[src/rtl/mul_share_ctrl_pkg.sv]
// Shared types and constants for the multiplier-sharing scheduler.
// Holds the FSM state encoding and the settle-counter width.
package mul_share_ctrl_pkg;

    typedef enum logic [1:0] {
        IDLE = 2'd0,
        WAIT = 2'd1,
        RESP = 2'd2
    } state_t;

    localparam int CNT_W = 4;

    // One-hot accept vector for a 2-way grant id.
    function automatic logic [1:0] grant_onehot(input logic id);
        return id ? 2'b10 : 2'b01;
    endfunction

endpackage

[src/rtl/mul_rr_pick.sv]
// Combinational 2-way round-robin picker: a lone requester always wins,
// and on a tie the requester that was not served last wins.
module mul_rr_pick (
    input  logic [1:0] req_valid,
    input  logic       last,
    output logic       grant_valid,
    output logic       grant_id
);

    always_comb begin
        grant_valid = |req_valid;
        grant_id    = 1'b0;
        if (req_valid == 2'b11) begin
            grant_id = ~last;
        end else if (req_valid[1]) begin
            grant_id = 1'b1;
        end
    end

endmodule

[src/rtl/mul_share_ctrl.sv]
// Schedules two requesters onto one shared combinational multiplier:
// registers the granted operands, waits out the settle time, then returns the product.
module mul_share_ctrl
    import mul_share_ctrl_pkg::*;
#(
    parameter int DATA_W        = 64,
    parameter int SETTLE_CYCLES = 4,
    parameter int COUNT_W       = 8
) (
    input  logic                  clk,
    input  logic                  rst,
    input  logic [1:0]            req_valid,
    output logic [1:0]            req_ready,
    input  logic [DATA_W-1:0]     req_a0,
    input  logic [DATA_W-1:0]     req_b0,
    input  logic [DATA_W-1:0]     req_a1,
    input  logic [DATA_W-1:0]     req_b1,
    output logic [DATA_W-1:0]     mul_a,
    output logic [DATA_W-1:0]     mul_b,
    input  logic [2*DATA_W-1:0]   mul_pro,
    input  logic                  mul_carry,
    output logic                  resp_valid,
    input  logic                  resp_ready,
    output logic [2*DATA_W-1:0]   resp_pro,
    output logic                  resp_carry,
    output logic                  resp_id,
    output logic                  busy,
    output logic [COUNT_W-1:0]    op_count
);

    localparam logic [CNT_W-1:0] CNT_LOAD = CNT_W'(SETTLE_CYCLES - 1);

    state_t                 state_reg;
    logic [CNT_W-1:0]       cnt_reg;
    logic                   last_reg;
    logic [DATA_W-1:0]      mul_a_reg;
    logic [DATA_W-1:0]      mul_b_reg;
    logic                   resp_valid_reg;
    logic [2*DATA_W-1:0]    resp_pro_reg;
    logic                   resp_carry_reg;
    logic                   resp_id_reg;
    logic [COUNT_W-1:0]     op_count_reg;

    logic                   grant_valid;
    logic                   grant_id;
    logic                   accept_en;
    logic [1:0]             grant_vec;
    logic [DATA_W-1:0]      sel_a [2];
    logic [DATA_W-1:0]      sel_b [2];

    mul_rr_pick u_pick (
        .req_valid   (req_valid),
        .last        (last_reg),
        .grant_valid (grant_valid),
        .grant_id    (grant_id)
    );

    // Reset gates the accept so no requester sees ready during rst.
    assign accept_en = (state_reg == IDLE) && grant_valid && !rst;
    assign grant_vec = grant_onehot(grant_id);

    assign sel_a[0] = req_a0;
    assign sel_b[0] = req_b0;
    assign sel_a[1] = req_a1;
    assign sel_b[1] = req_b1;

    genvar gi;
    generate
        for (gi = 0; gi < 2; gi++) begin : g_ready
            assign req_ready[gi] = accept_en & grant_vec[gi];
        end
    endgenerate

    always_ff @(posedge clk) begin
        if (rst) begin
            state_reg      <= IDLE;
            cnt_reg        <= '0;
            last_reg       <= 1'b1;
            mul_a_reg      <= '0;
            mul_b_reg      <= '0;
            resp_valid_reg <= 1'b0;
            resp_pro_reg   <= '0;
            resp_carry_reg <= 1'b0;
            resp_id_reg    <= 1'b0;
            op_count_reg   <= '0;
        end else begin
            case (state_reg)
                IDLE: begin
                    if (accept_en) begin
                        mul_a_reg   <= sel_a[grant_id];
                        mul_b_reg   <= sel_b[grant_id];
                        resp_id_reg <= grant_id;
                        last_reg    <= grant_id;
                        cnt_reg     <= CNT_LOAD;
                        state_reg   <= WAIT;
                    end
                end
                WAIT: begin
                    // Operands stay on the multiplier until the adder tree has settled.
                    if (cnt_reg == '0) begin
                        resp_pro_reg   <= mul_pro;
                        resp_carry_reg <= mul_carry;
                        resp_valid_reg <= 1'b1;
                        state_reg      <= RESP;
                    end else begin
                        cnt_reg <= cnt_reg - CNT_W'(1);
                    end
                end
                RESP: begin
                    if (resp_valid_reg && resp_ready) begin
                        resp_valid_reg <= 1'b0;
                        op_count_reg   <= op_count_reg + COUNT_W'(1);
                        state_reg      <= IDLE;
                    end
                end
                default: begin
                    state_reg <= IDLE;
                end
            endcase
        end
    end

    assign mul_a      = mul_a_reg;
    assign mul_b      = mul_b_reg;
    assign resp_valid = resp_valid_reg;
    assign resp_pro   = resp_pro_reg;
    assign resp_carry = resp_carry_reg;
    assign resp_id    = resp_id_reg;
    assign op_count   = op_count_reg;
    assign busy       = (state_reg != IDLE);

endmodule

[config.mk]
export PLATFORM = sky130hd
export DESIGN_NAME = mul_share_ctrl
export DESIGN_NICKNAME = d
export VERILOG_FILES = /design/src/rtl/mul_share_ctrl_pkg.sv /design/src/rtl/mul_rr_pick.sv /design/src/rtl/mul_share_ctrl.sv
export SDC_FILE = /design/constraint.sdc
export NUM_CORES = 1
export LEC_CHECK = 0
export CAP_MARGIN = 5
export CORE_AREA = 2 2 254 256
export DETAILED_ROUTE_END_ITERATION = 10
export DIE_AREA = 0 0 256 258
export SYNTH_ARGS = -nofsm -noshare
export SYNTH_HDL_FRONTEND = slang
export SYNTH_HIERARCHICAL = 1
export SYNTH_SLANG_ARGS = --single-unit
[constraint.sdc]
create_clock -name clk -period 5 [get_ports clk]
set_input_delay 0.75 -clock clk [delete_from_list [all_inputs] [get_ports clk]]
set_output_delay 0.75 -clock clk [all_outputs]
set_load 0.01 [all_outputs]
==> impl_metrics.prom <==
# TYPE chip_impl_metric gauge
chip_impl_metric{name="core_area",unit="um^2"} 63600
chip_impl_info{name="run_status",value="complete, no violations"} 1
chip_impl_metric{name="worst_ep_arrival_time",unit="ns"} 2.80
chip_impl_info{name="criticalPathCategory",value="in -> out"} 1
chip_impl_metric{name="grt_max_degree",unit=""} 202
chip_impl_metric{name="final_nets",unit=""} 2191
chip_impl_metric{name="worst_ep_required_time",unit="ns"} 4.25
chip_impl_info{name="cell_chain_critical_path",value="clkdlybuf4s50_1 -> or2_1 -> or4b_1 -> nor2_1 -> clkdlybuf4s50_1"} 1
chip_impl_metric{name="synth_area_per_cell",unit="um^2"} 9.18
chip_impl_metric{name="postCtsSetupRepairBufs",unit=""} 0
chip_impl_metric{name="async_reset_ff_share",unit="%"} 0
chip_impl_metric{name="floorplan.rows",unit=""} 93
chip_impl_info{name="yosys_most_used_dff",value="dfxtp_1"} 1
chip_impl_metric{name="global_route.overflow_total",unit=""} 0
chip_impl_metric{name="dp_cells",unit=""} 2618
chip_impl_metric{name="cts-resized-gates",unit=""} 0
chip_impl_metric{name="detail_route.first_pass.iterations",unit=""} 5
chip_impl_metric{name="syn_area",unit="um^2"} 11200
chip_impl_metric{name="finalCriticalPeriod",unit="ns"} 3.55
chip_impl_metric{name="gp_congestion",unit=""} 0.840
chip_impl_metric{name="largest_register_ffs",unit=""} 128
chip_impl_metric{name="report.final.hold_viol_count",unit=""} 0
chip_impl_metric{name="cap_violations",unit=""} 0
chip_impl_metric{name="area_growth",unit="%"} 74.6
chip_impl_metric{name="syn_nets",unit=""} 1614
chip_impl_metric{name="fmaxAchievable",unit="MHz"} 281
chip_impl_metric{name="clock-skew-final",unit="ns"} 0.0130
chip_impl_metric{name="vias_per_inst",unit=""} 4.28
chip_impl_info{name="r2r_start",value="cnt_reg[0]"} 1
chip_impl_metric{name="post_synth_num_cell_types",unit=""} 40
chip_impl_info{name="setup.worst_path.start",value="req_valid[0]"} 1
chip_impl_metric{name="net_load_switching_power",unit="mW"} 2.37
chip_impl_metric{name="start_util",unit="%"} 17.6
chip_impl_metric{name="detail_route.drc_violations",unit=""} 0
chip_impl_metric{name="synth_xor_xnor_area_share",unit="%"} 0.0781
chip_impl_metric{name="post_synth_and_or_nand_nor_area_fraction",unit="%"} 11.3
chip_impl_metric{name="grt_antenna_before_repair",unit=""} 1
chip_impl_metric{name="clk_pin_slew_worst_paths",unit="ns"} 0.05
chip_impl_metric{name="power.ir.vdd_worst",unit="mV"} 0.214
chip_impl_metric{name="clk-insertion-delay-late",unit="ns"} 0.53
chip_impl_info{name="start_kind",value="primary input"} 1
chip_impl_metric{name="p_sw_share",unit="%"} 31.5
chip_impl_metric{name="place.port_buffers",unit=""} 659
chip_impl_metric{name="synth.area.mux_share",unit="%"} 11.7
chip_impl_metric{name="synth-edff-count",unit=""} 0
chip_impl_metric{name="seqPwrFrac",unit="%"} 35.2
chip_impl_metric{name="timing.critical_path.fanout_max",unit=""} 4
chip_impl_metric{name="synth_seq_area_share",unit="%"} 48.9
chip_impl_info{name="slowest_stage",value="clkdlybuf4s50_1"} 1
chip_impl_metric{name="ys.warnings.count",unit=""} 6
chip_impl_info{name="end_kind",value="primary output"} 1
chip_impl_metric{name="numCtsBuffers",unit=""} 34
chip_impl_metric{name="clockPowerShare",unit="%"} 33.6
chip_impl_metric{name="first_iter_violations",unit=""} 563
chip_impl_metric{name="finalWirelength",unit="um"} 45800
chip_impl_info{name="worst_hold_path_type",value="reg -> reg"} 1
chip_impl_metric{name="wl_per_cell",unit="um"} 17.1
chip_impl_metric{name="dieArea",unit="um^2"} 66000
chip_impl_metric{name="maxSlewHeadroom",unit="%"} 22.5
chip_impl_metric{name="total_number_of_h_tree_levels",unit=""} 2
chip_impl_metric{name="hold_buffers_post_cts",unit=""} 0
chip_impl_metric{name="grt_pass1_wl",unit="um"} 69100
chip_impl_metric{name="cpPeakStageDelay",unit="ns"} 0.59
chip_impl_info{name="ctsRootBufferMaster",value="clkbuf_16"} 1
chip_impl_metric{name="instances_no_fill",unit=""} 2677
chip_impl_info{name="most_common_library_cell_in_the_layout_ignoring_fill_and_taps",value="clkdlybuf4s50_1"} 1
chip_impl_metric{name="cts_buffer_depth",unit=""} 3
chip_impl_metric{name="dieWidth",unit="um"} 256
chip_impl_info{name="tritoncts_clock_tree",value="done"} 1
chip_impl_metric{name="fin_tns_setup",unit="ns"} 0
chip_impl_metric{name="pwr_density_cell",unit="nW/um^2"} 384
chip_impl_metric{name="synth_compound_area_share",unit="%"} 21.7
chip_impl_metric{name="grt_use_total",unit="%"} 13.2
chip_impl_metric{name="first_global_vias",unit=""} 11500
chip_impl_metric{name="post-dp-hpwl",unit="um"} 32600
chip_impl_metric{name="final_antenna_net_count",unit=""} 0
chip_impl_metric{name="synth_fa_ha_area_share",unit="%"} 0.223
chip_impl_metric{name="final.period_utilization",unit="%"} 71.1
chip_impl_metric{name="leakagePower",unit="nW"} 6.68
chip_impl_metric{name="internal-power",unit="mW"} 5.15
chip_impl_metric{name="setup-violations-final",unit=""} 0
chip_impl_info{name="timing.hold.worst.start",value="mul_a[58]"} 1
chip_impl_info{name="final_cell_mix",value="clkdlybuf4s50_1 (658), dfxtp_1 (274), a21oi_1 (138)"} 1
chip_impl_metric{name="fp.dieH",unit="um"} 258
chip_impl_metric{name="finalMaxSlewViolations",unit=""} 0
chip_impl_metric{name="num_vias",unit=""} 11500
chip_impl_metric{name="worst_margin_slew",unit="ns"} 1.16
chip_impl_metric{name="drive_above_1_share",unit="%"} 4.01
chip_impl_metric{name="floorplan.io_pins",unit=""} 660
chip_impl_info{name="main_combinational_cell_family_by_area_after_synthesis",value="compound AO/OA/AOI/OAI gates"} 1
chip_impl_metric{name="clock_sink_count",unit=""} 274
chip_impl_metric{name="syn_inst",unit=""} 1222
chip_impl_info{name="rsz0062_at_grt",value="false"} 1
chip_impl_metric{name="ys_seq_elements",unit=""} 274
chip_impl_metric{name="power.combinational.fraction",unit="%"} 31.2
chip_impl_info{name="cpMostUsedCell",value="clkdlybuf4s50_1"} 1
==> layout make-up <==
type	count	area (um^2)
diodes	1	2.50
repair buffers	672	6760
fillers	6587	44100
multi-input cells	810	5090
clock buffers	52	1060
well taps	855	1070
clock inverters	6	82.6
inverters	7	26.3
flip-flops and latches	274	5490
==> final timing paths <==
kind	end	slack (ns)	depth (start not counted)
max reg2reg	resp_pro[32]	2.41	6
min reg2reg	mul_a[58]	0.46	1
max	req_ready[0]	1.45	5
min	mul_a[58]	0.46	1
==> metal layers <==
layer | part of all wire [%] | vias up | global-route usage, %
met3 | 7.5 | 92 | 3.90
met5 | 0 | - | 0
met4 | 3.7 | 0 | 5.78
li1 | - | 5596 | -
met1 | 39 | 5310 | 14.9
met2 | 50 | 453 | 23.0
==> critical path: cells and delay by family <==
kind                   cells  cell delay, ns
buffers and inverters      2            1.12
AND/OR/NAND/NOR            3            0.92
==> metrics by stage <==
stage               hold slack (ns)  utilization (%)  setup slack (ns)  total power, mW  area (um^2)
finish                        0.461             30.8              1.45             7.52        19600
global route                  0.478             30.8              1.37             7.93        19600
CTS                           0.467             30.8              1.47             7.67        19600
detailed placement            0.446             29.0              1.49             5.07        18400
global placement              0.447             29.0              1.45             5.02        18400
floorplan                     0.426                -              2.44             3.84        11200
==> cells by family after synthesis <==
kind of cell             Yosys count
AO/OA/AOI/OAI                    410
XOR/XNOR                           1
adder cells (fa/ha/maj)            2
buffers and inverters            138
flip-flops                       274
multiplexers                     131
AND/OR/NAND/NOR                  266
==> synthesized netlist by cell type (2+ instances only) <==
master | count | area share [%]
inv_1 | 7 | 0.23
buf_4 | 7 | 0.47
a211oi_1 | 102 | 6.8
buf_2 | 35 | 1.6
nand3_1 | 133 | 5.9
nor2_1 | 105 | 3.5
dfxtp_1 | 274 | 49
ha_1 | 2 | 0.22
o31ai_1 | 4 | 0.27
o2bb2ai_1 | 28 | 2.2
clkbuf_1 | 71 | 2.4
or4_1 | 5 | 0.33
a21oi_1 | 139 | 6.2
or3_1 | 2 | 0.11
nand2_1 | 5 | 0.17
mux2i_1 | 130 | 12
clkbuf_2 | 7 | 0.31
o21ai_0 | 131 | 5.8
nor2b_1 | 3 | 0.17
nand2b_1 | 2 | 0.11
buf_6 | 11 | 1.1
==> power by group through the flow <==
stage / combinational [mW] / clock [mW] / sequential, mW
floorplan: 1.03 / 0 / 2.81
global placement: 2.34 / 0 / 2.68
detailed placement: 2.37 / 0 / 2.69
CTS: 2.38 / 2.64 / 2.65
global route: 2.53 / 2.72 / 2.69
finish: 2.35 / 2.53 / 2.65
Note: power is estimated with default switching activity, not from simulation.
